<file path="src/rtl/mp64_mbox_arb_if.sv">
// Bundle of the per-core MMIO request ports and the single slave-side port of
// the mailbox arbiter. The master modport is the arbiter's view and the slave
// modport is the view of the cores and slave around it.
interface mp64_mbox_arb_if #(
   parameter int NUM_CORES    = 4,
   parameter int CORE_ID_BITS = 2
);
   logic [NUM_CORES-1:0]    m_req;
   logic [NUM_CORES-1:0]    m_wen;
   logic [NUM_CORES*12-1:0] m_addr;
   logic [NUM_CORES*8-1:0]  m_wdata;
   logic [NUM_CORES-1:0]    m_ack;
   logic [7:0]              m_rdata;
   logic                    s_req;
   logic [11:0]             s_addr;
   logic [7:0]              s_wdata;
   logic                    s_wen;
   logic [CORE_ID_BITS-1:0] s_requester_id;
   logic [7:0]              s_rdata;
   logic                    s_ack;
   logic                    timeout_err;
   logic                    err_clr;

   modport master (
      input  m_req, m_wen, m_addr, m_wdata, s_rdata, s_ack, err_clr,
      output m_ack, m_rdata, s_req, s_addr, s_wdata, s_wen, s_requester_id, timeout_err
   );

   modport slave (
      output m_req, m_wen, m_addr, m_wdata, s_rdata, s_ack, err_clr,
      input  m_ack, m_rdata, s_req, s_addr, s_wdata, s_wen, s_requester_id, timeout_err
   );
endinterface

</file>
<file path="src/rtl/mp64_mbox_arb.sv">
// Round-robin arbiter funnelling per-core MMIO requests onto a single
// mailbox/spinlock slave, with a bounded wait for the slave acknowledge.
module mp64_mbox_arb #(
   parameter int NUM_CORES    = 4,
   parameter int CORE_ID_BITS = 2,
   parameter int TIMEOUT      = 16
) (
   input  logic                 clk,
   input  logic                 rst,
   mp64_mbox_arb_if.master      bus
);

   localparam int TW = ($clog2(TIMEOUT) > 0) ? $clog2(TIMEOUT) : 1;
   localparam logic [TW-1:0] TMO_LAST = TW'(TIMEOUT - 1);

   typedef enum logic [1:0] {IDLE, BUSY, RESP} state_t;

   state_t                  state;
   logic [CORE_ID_BITS-1:0] rr_ptr;
   logic [CORE_ID_BITS-1:0] gnt_id;
   logic [TW-1:0]           tmo_cnt;

   logic                    any_req;
   logic [CORE_ID_BITS-1:0] pick;
   logic [11:0]             sel_addr;
   logic [7:0]              sel_wdata;
   logic                    sel_wen;

   // Scan upward from rr_ptr; the index width wraps modulo NUM_CORES.
   always_comb begin
      any_req   = 1'b0;
      pick      = rr_ptr;
      sel_addr  = '0;
      sel_wdata = '0;
      sel_wen   = 1'b0;
      for (int unsigned i = 0; i < NUM_CORES; i++) begin
         if (!any_req && bus.m_req[rr_ptr + CORE_ID_BITS'(i)]) begin
            any_req = 1'b1;
            pick    = rr_ptr + CORE_ID_BITS'(i);
         end
      end
      for (int unsigned j = 0; j < NUM_CORES; j++) begin
         if (pick == CORE_ID_BITS'(j)) begin
            sel_addr  = bus.m_addr[12*j +: 12];
            sel_wdata = bus.m_wdata[8*j +: 8];
            sel_wen   = bus.m_wen[j];
         end
      end
   end

   always_ff @(posedge clk or posedge rst) begin
      if (rst) begin
         state              <= IDLE;
         rr_ptr             <= '0;
         gnt_id             <= '0;
         tmo_cnt            <= '0;
         bus.m_ack          <= '0;
         bus.m_rdata        <= '0;
         bus.s_req          <= 1'b0;
         bus.s_addr         <= '0;
         bus.s_wdata        <= '0;
         bus.s_wen          <= 1'b0;
         bus.s_requester_id <= '0;
         bus.timeout_err    <= 1'b0;
      end else begin
         // A timeout in the same cycle overrides this clear further down.
         if (bus.err_clr)
            bus.timeout_err <= 1'b0;
         case (state)
            IDLE: begin
               bus.m_ack <= '0;
               if (any_req) begin
                  gnt_id             <= pick;
                  tmo_cnt            <= '0;
                  bus.s_req          <= 1'b1;
                  bus.s_addr         <= sel_addr;
                  bus.s_wdata        <= sel_wdata;
                  bus.s_wen          <= sel_wen;
                  bus.s_requester_id <= pick;
                  state              <= BUSY;
               end
            end
            BUSY: begin
               if (bus.s_ack || tmo_cnt == TMO_LAST) begin
                  bus.m_rdata        <= bus.s_ack ? bus.s_rdata : 8'hFF;
                  if (!bus.s_ack)
                     bus.timeout_err <= 1'b1;
                  bus.m_ack          <= NUM_CORES'(1) << gnt_id;
                  bus.s_req          <= 1'b0;
                  bus.s_addr         <= '0;
                  bus.s_wdata        <= '0;
                  bus.s_wen          <= 1'b0;
                  bus.s_requester_id <= '0;
                  state              <= RESP;
               end else begin
                  tmo_cnt <= tmo_cnt + 1'b1;
               end
            end
            RESP: begin
               bus.m_ack <= '0;
               rr_ptr    <= gnt_id + 1'b1;
               state     <= IDLE;
            end
            default: state <= IDLE;
         endcase
      end
   end

endmodule

</file>
<file path="src/flat_wrapper.sv">
// flat-port wrapper written by rule: the top's interface ports become plain ports
module mp64_mbox_arb_flat 
#(
   parameter int NUM_CORES    = 4,
   parameter int CORE_ID_BITS = 2,
   parameter int TIMEOUT      = 16
)
  (clk, rst, bus_m_req, bus_m_wen, bus_m_addr, bus_m_wdata, bus_s_rdata, bus_s_ack, bus_err_clr, bus_m_ack, bus_m_rdata, bus_s_req, bus_s_addr, bus_s_wdata, bus_s_wen, bus_s_requester_id, bus_timeout_err);
  mp64_mbox_arb_if #(.NUM_CORES(NUM_CORES), .CORE_ID_BITS(CORE_ID_BITS)) bus_i ();
  input  logic clk;
  input  logic rst;
  input wire logic [$bits(bus_i.m_req)-1:0] bus_m_req;
  input wire logic [$bits(bus_i.m_wen)-1:0] bus_m_wen;
  input wire logic [$bits(bus_i.m_addr)-1:0] bus_m_addr;
  input wire logic [$bits(bus_i.m_wdata)-1:0] bus_m_wdata;
  input wire logic [$bits(bus_i.s_rdata)-1:0] bus_s_rdata;
  input wire logic [$bits(bus_i.s_ack)-1:0] bus_s_ack;
  input wire logic [$bits(bus_i.err_clr)-1:0] bus_err_clr;
  output wire logic [$bits(bus_i.m_ack)-1:0] bus_m_ack;
  output wire logic [$bits(bus_i.m_rdata)-1:0] bus_m_rdata;
  output wire logic [$bits(bus_i.s_req)-1:0] bus_s_req;
  output wire logic [$bits(bus_i.s_addr)-1:0] bus_s_addr;
  output wire logic [$bits(bus_i.s_wdata)-1:0] bus_s_wdata;
  output wire logic [$bits(bus_i.s_wen)-1:0] bus_s_wen;
  output wire logic [$bits(bus_i.s_requester_id)-1:0] bus_s_requester_id;
  output wire logic [$bits(bus_i.timeout_err)-1:0] bus_timeout_err;
  assign bus_i.m_req = bus_m_req;
  assign bus_i.m_wen = bus_m_wen;
  assign bus_i.m_addr = bus_m_addr;
  assign bus_i.m_wdata = bus_m_wdata;
  assign bus_i.s_rdata = bus_s_rdata;
  assign bus_i.s_ack = bus_s_ack;
  assign bus_i.err_clr = bus_err_clr;
  assign bus_m_ack = bus_i.m_ack;
  assign bus_m_rdata = bus_i.m_rdata;
  assign bus_s_req = bus_i.s_req;
  assign bus_s_addr = bus_i.s_addr;
  assign bus_s_wdata = bus_i.s_wdata;
  assign bus_s_wen = bus_i.s_wen;
  assign bus_s_requester_id = bus_i.s_requester_id;
  assign bus_timeout_err = bus_i.timeout_err;
  mp64_mbox_arb #(.NUM_CORES(NUM_CORES), .CORE_ID_BITS(CORE_ID_BITS), .TIMEOUT(TIMEOUT)) u_core (.clk(clk), .rst(rst), .bus(bus_i));
endmodule
</file>
<file path="config.mk">
export PLATFORM = sky130hd
export DESIGN_NAME = mp64_mbox_arb_flat
export DESIGN_NICKNAME = d
export VERILOG_FILES = /design/src/rtl/mp64_mbox_arb_if.sv /design/src/rtl/mp64_mbox_arb.sv /design/src/flat_wrapper.sv
export SDC_FILE = /design/constraint.sdc
export NUM_CORES = 1
export LEC_CHECK = 0
export BUFFER_PORTS_ARGS = -buffer_cell sky130_fd_sc_hd__buf_2
export CAP_MARGIN = 20
export CORE_ASPECT_RATIO = 0.7
export CORE_MARGIN = 5
export CORE_UTILIZATION = 40
export DETAILED_ROUTE_END_ITERATION = 16
export GPL_ROUTABILITY_DRIVEN = 1
export PLACE_DENSITY = 0.82
export SYNTH_ARGS = -nofsm -noshare
export SYNTH_HDL_FRONTEND = slang
export SYNTH_SLANG_ARGS = --single-unit
</file>
<file path="constraint.sdc">
create_clock -name clk -period 2.4 [get_ports clk]
set_clock_uncertainty 0.1 [all_clocks]
set_input_delay 0.12 -clock clk [delete_from_list [all_inputs] [get_ports clk]]
set_output_delay 0.12 -clock clk [all_outputs]
set_load 0.005 [all_outputs]
</file>
======== Yosys cells after proc, flatten, opt, wreduce, memory -nomap -nowiden ========
Cells that the tools add are included.
word-level totals
  flip-flop bits (word level) ............. 47
  latch bits .............................. 0
  bits in writable memories ............... 0
  bits in read-only memories .............. 0
  input bits .............................. 100
  output and inout bits ................... 37
  word-level logic and storage cells ...... 103
  memories ................................ 0
cells by class
  add/subtract/negate cells ............... 5
  $mul .................................... 0
  divide/modulo/power cells ............... 0
  order comparisons ....................... 4
  eq/ne operators ......................... 9
  shifts and indexed selects .............. 1
  muxes and demuxes ....................... 54
  bitwise gates (word level) .............. 0
  reduce and logical (&&, ||, !) cells .... 18
operator list
  cell                                                  number
  two-way mux 12 bit                                    6
  two-way mux 8 bit                                     7
  case mux 12 bit (2 select lines)                      1
  two-way mux 1 bit                                     19
  case mux 4 bit (2 select lines)                       2
  case mux 8 bit (2 select lines)                       1
  two-way mux 2 bit                                     7
  < comparator 2 x 3 -> 1 bit (second input constant)   4
  two-way mux 4 bit                                     3
  binary-select mux 1 bit (select 2 bit)                4
  case mux 2 bit (2 select lines)                       2
  AND reduction 2 bit                                   4
  equality test 2 bit (second input constant)           3
  AND reduction 3 bit                                   2
  adder 2 x 1 -> 2 bit (second input constant)          2
  adder 2 bit (second input constant)                   2
  adder 4 x 1 -> 4 bit (second input constant)          1
  equality test 2 x 1 -> 1 bit (second input constant)  2
  equality test 4 bit (second input constant)           1
  zero test 2 bit                                       2
  != test 2 x 1 -> 1 bit (second input constant)        2
  case mux 1 bit (2 select lines)                       2
  nonzero test 2 bit                                    2
  << shifter 1 x 2 -> 4 bit (first input constant)      1
  5 further kinds                                       9

======== Depth between registers and ports, before layout ========
  depth after elaboration ................. 19
  depth in mapped cells ................... 8

======== Worst setup path before layout ========
Ideal clock, no wire load.
  kind .................................... flip-flop to flip-flop
  start point ............................. reg u_core.tmo_cnt[0]
  end point ............................... reg u_core.bus.s_addr[0]
  setup time .............................. 96 ps
  arrival time ............................ 1649 ps
  data required time ...................... 2204 ps
  slack ................................... 555 ps
  cell stages (with the launch flop) ...... 9
  buffers on the path ..................... 1
  cell sequence ........................... dfrtp_1 ha_1 and3_1 o21ai_2 inv_2 nor2_4 buf_2 nand2_1 a311oi_2
on the way
  word-level cells in the longest chain between the ends .. 4
RTL lines
  element                           RTL line                RTL
  start: declaration                mp64_mbox_arb.sv:21     logic [TW-1:0] tmo_cnt;
  start signal: assignment          mp64_mbox_arb.sv:96     tmo_cnt <= tmo_cnt + 1'b1;
  equality test 4 bit               mp64_mbox_arb.sv:84     if (bus.s_ack || tmo_cnt == TMO_LAST) begin
  logical OR 1 bit                  mp64_mbox_arb.sv:84
  != test 2 x 1 -> 1 bit (no line)  -
  AND reduction 3 bit (no line)     -
  end signal: assignment            mp64_mbox_arb.sv:76     bus.s_addr <= sel_addr;
  end: declaration                  mp64_mbox_arb_if.sv:26  output m_ack, m_rdata, s_req, s_addr, s_wdata, s_wen, s_requester_id, timeout_err
No other way between the ends.
A chain may end at the register's enable or synchronous reset.

======== Worst setup path after layout ========
  start point ............................. reg u_core.tmo_cnt[0]
  end point ............................... reg u_core.bus.s_wdata[6]
on the way
  word-level cells in the longest chain between the ends .. 4
RTL lines
  element                           RTL line                RTL
  equality test 4 bit               mp64_mbox_arb.sv:84
  logical OR 1 bit                  mp64_mbox_arb.sv:84
  != test 2 x 1 -> 1 bit (no line)  -
  AND reduction 3 bit (no line)     -
  end signal: assignment            mp64_mbox_arb.sv:77     bus.s_wdata <= sel_wdata;
  end: declaration                  mp64_mbox_arb_if.sv:26
No other way between the ends.

==> impl_metrics.ini <==
[place]
place.gp.congestion = 0.800
pre_cts_ws_ps = 69.2
port_buffers = 136
dpl.hpwl_mm = 6.70

[clock_tree]
cts.reportedPaths.clkPinSlew_ps = 90
cts_num_sinks = 47
cts_htree_levels = 2
cts_tree = built
cts_buffers = 5
clock_latency_ps = 290
cts_root_buf = clkbuf_8
cts_max_path_buffers = 2
postCtsSetupBuffers = 0

[logic_synthesis]
synth_edf_count = 0
synthArstFlopShare = 1.00
ys_warn_count = 0
synthesis.area_mm2 = 0.00306
synth_ff_type = dfrtp_1
yosys_register_bits = 47
synth-seq-area-share = 0.384
netlist-cell-type-count = 42
avgSynthCellArea_um2 = 10.9
syn-num-nets = 386
syn_inst = 281

[finish]
syn_to_final_growth_pct = 32.8
layout.nets = 530
fillCellCount = 655
drive_gt1_frac = 0.492
mostFrequentLayoutCells = 136 x buf_2, 47 x dfrtp_1, 24 x nand2_1
diodes = 0
layout_commonest_cell = buf_2

[worst_setup_path]
cp_slowest_cell = nor2_4
rrSetupSlack_ps = 170
critical_path_required_ps = 2490
crit_arrival_ps = 2330
critical_path.max_fanout = 23
critical_path_class = reg2reg
cp-startpoint = u_core.tmo_cnt[0]
r2r_cells = 7
crit_path_end_kind = register
r2r_start = u_core.tmo_cnt[0]
slowest_delay_ps = 420
cp-start-kind = register
path_cells = ha_1 -> and3_1 -> o21ai_2 -> inv_2 -> nor2_4 -> nand2_1 -> a311oi_1

[timing]
slew_viol_final = 0
timing.fmax_mhz = 448
grt_setup_unrepaired = no
finalSetupViolations = 0
post-route-min-period_ps = 2230
slew_headroom = 0.552
setup_tns_ps = 0
period_share = 0.931
tightest_slew_ps = 673
finalHoldViolations = 0
layout_setup_ws_ps = 166

[floorplanning]
die_height_um = 83.2
io_pins = 137
dieArea_mm2 = 0.00953
core-area_mm2 = 0.00738
rows = 26
initial_core_util = 0.414
die_x_um = 115

[drt]
drtAntennaViolNets = 0
viasPerCell = 5.37
drt_first_pass_iters = 4
vias = 2811
drc = 0
drt_iter0_drc = 139
drt-wirelength-per-cell_um = 17.5
drt_wl_total_mm = 9.17

[run_status]
outcome = complete, no violations

[hold_path]
min_from = bus_s_ack
holdCritPathClass = in2reg
whs_path_depth = 2

[global_routing]
grt_pass1_wl_mm = 14.4
grt-ovfl-total = 0
grt_max_degree = 48
grt_pass1_vias = 2930
antenna_found_initial = 0
grt_use_total = 0.185

[power_and_ir_drop]
power_leakage_uw = 0.00194
power_density_mw_per_mm2 = 1160
ir_drop_mv = 0.547

[job]
cap_violations = 0
==> layout make-up <==
cell class / instances / area (um2) / share of cell area
multi-input combinational: 199 / 1720 / 0.422
clock inverter: 1 / 30.0 / 0.00739
timing repair buffer: 158 / 896 / 0.220
clock buffer: 6 / 72.6 / 0.0179
tap: 98 / 123 / 0.0302
sequential: 47 / 1180 / 0.289
inverter: 14 / 52.6 / 0.0129
==> flip-flops by register name, summed over array words and instances (netlist names), 2 cells and up <==
name                       cells
u_core.bus.m_rdata             8
u_core.bus.m_ack               4
u_core.tmo_cnt                 4
u_core.bus.s_requester_id      2
u_core.state                   2
u_core.bus.s_wdata             8
u_core.bus.s_addr             12
u_core.gnt_id                  2
u_core.rr_ptr                  2
==> power breakdown <==
group / switching, uW / internal [uW] / total [uW] / leakage [uW]
clock: 256 / 306 / 561 / 0.0000513
combinational: 1530 / 1190 / 2720 / 0.00132
sequential: 285 / 1160 / 1440 / 0.000563
total: 2070 / 2650 / 4720 / 0.00194
==> through the flow <==
step	power, uW	cell area [um2]	std cells	hold WS, ps	utilization
detailed placement	4140	3830	504	222	0.519
finish	4720	4070	523	95.9	0.550
CTS	4720	4030	521	75.0	0.546
floorplan	3300	3060	281	116	-
global route	5070	4070	523	98.5	0.550
global placement	4010	3830	504	199	0.519
==> worst max-delay path: cells and delay by family, from the launching register on <==
family          cells  cell delay (ps)
flops               1              410
compound gates      2              440
buf+inv             1              200
simple gates        3              740
fa+ha+maj           1              240
==> synth_stat cells (2+ instances only) <==
| master | number | area share |
|---|---|---|
| buf_6 | 3 | 0.011 |
| a31oi_1 | 9 | 0.018 |
| a221oi_1 | 2 | 0.0057 |
| xor2_1 | 2 | 0.0057 |
| inv_1 | 13 | 0.016 |
| buf_4 | 7 | 0.017 |
| mux2_2 | 2 | 0.0074 |
| mux2i_1 | 22 | 0.072 |
| nand2b_1 | 2 | 0.0041 |
| a221oi_2 | 19 | 0.093 |
| a21oi_1 | 21 | 0.034 |
| o21a_1 | 2 | 0.0049 |
| buf_2 | 4 | 0.0065 |
| ha_1 | 5 | 0.020 |
| a311oi_2 | 19 | 0.093 |
| and2_1 | 22 | 0.045 |
| clkbuf_1 | 8 | 0.0098 |
| dfrtp_1 | 47 | 0.38 |
| a311oi_1 | 2 | 0.0057 |
| o21ai_2 | 2 | 0.0057 |
| nand2_1 | 24 | 0.029 |
| nor2b_1 | 4 | 0.0082 |
| a22o_1 | 5 | 0.014 |
| o31ai_2 | 2 | 0.0082 |
| nor2_1 | 13 | 0.016 |
| a32o_1 | 2 | 0.0065 |
| o21bai_2 | 2 | 0.0074 |
| o21ai_0 | 2 | 0.0033 |
==> path summary, 6_finish.rpt <==
| path | end |
|---|---|
| setup / recovery | u_core.bus.s_wdata[6] |
| hold / removal | u_core.bus.m_rdata[3] |
| setup reg to reg | u_core.bus.s_wdata[6] |
| hold reg to reg | u_core.bus.s_req |
| max in group asynchronous | u_core.rr_ptr[0] |
| min in group asynchronous | u_core.bus.s_addr[5] |
==> per-layer routing <==
layer,vias up,GRT usage,wire length [um]
met5,-,0,0
met4,0,0.0431,134
met3,11,0.0392,644
met2,116,0.297,4340
met1,1338,0.254,4050
li1,1346,-,-
==> logic make-up after synthesis <==
group | after synthesis | synth area share
buf+inv | 36 | 0.0617
simple gates | 74 | 0.132
xor+xnor | 2 | 0.00572
flops | 47 | 0.384
fa+ha+maj | 5 | 0.0204
mux | 24 | 0.0793
compound gates | 93 | 0.316
==> what timing repair did <==
item,CTS,global route
endpoints found under the setup margin,0,21
endpoints found under the hold margin,11,0
gates resized for setup,0,1
hold buffers,10,0
(Power assumes the default switching activity.)
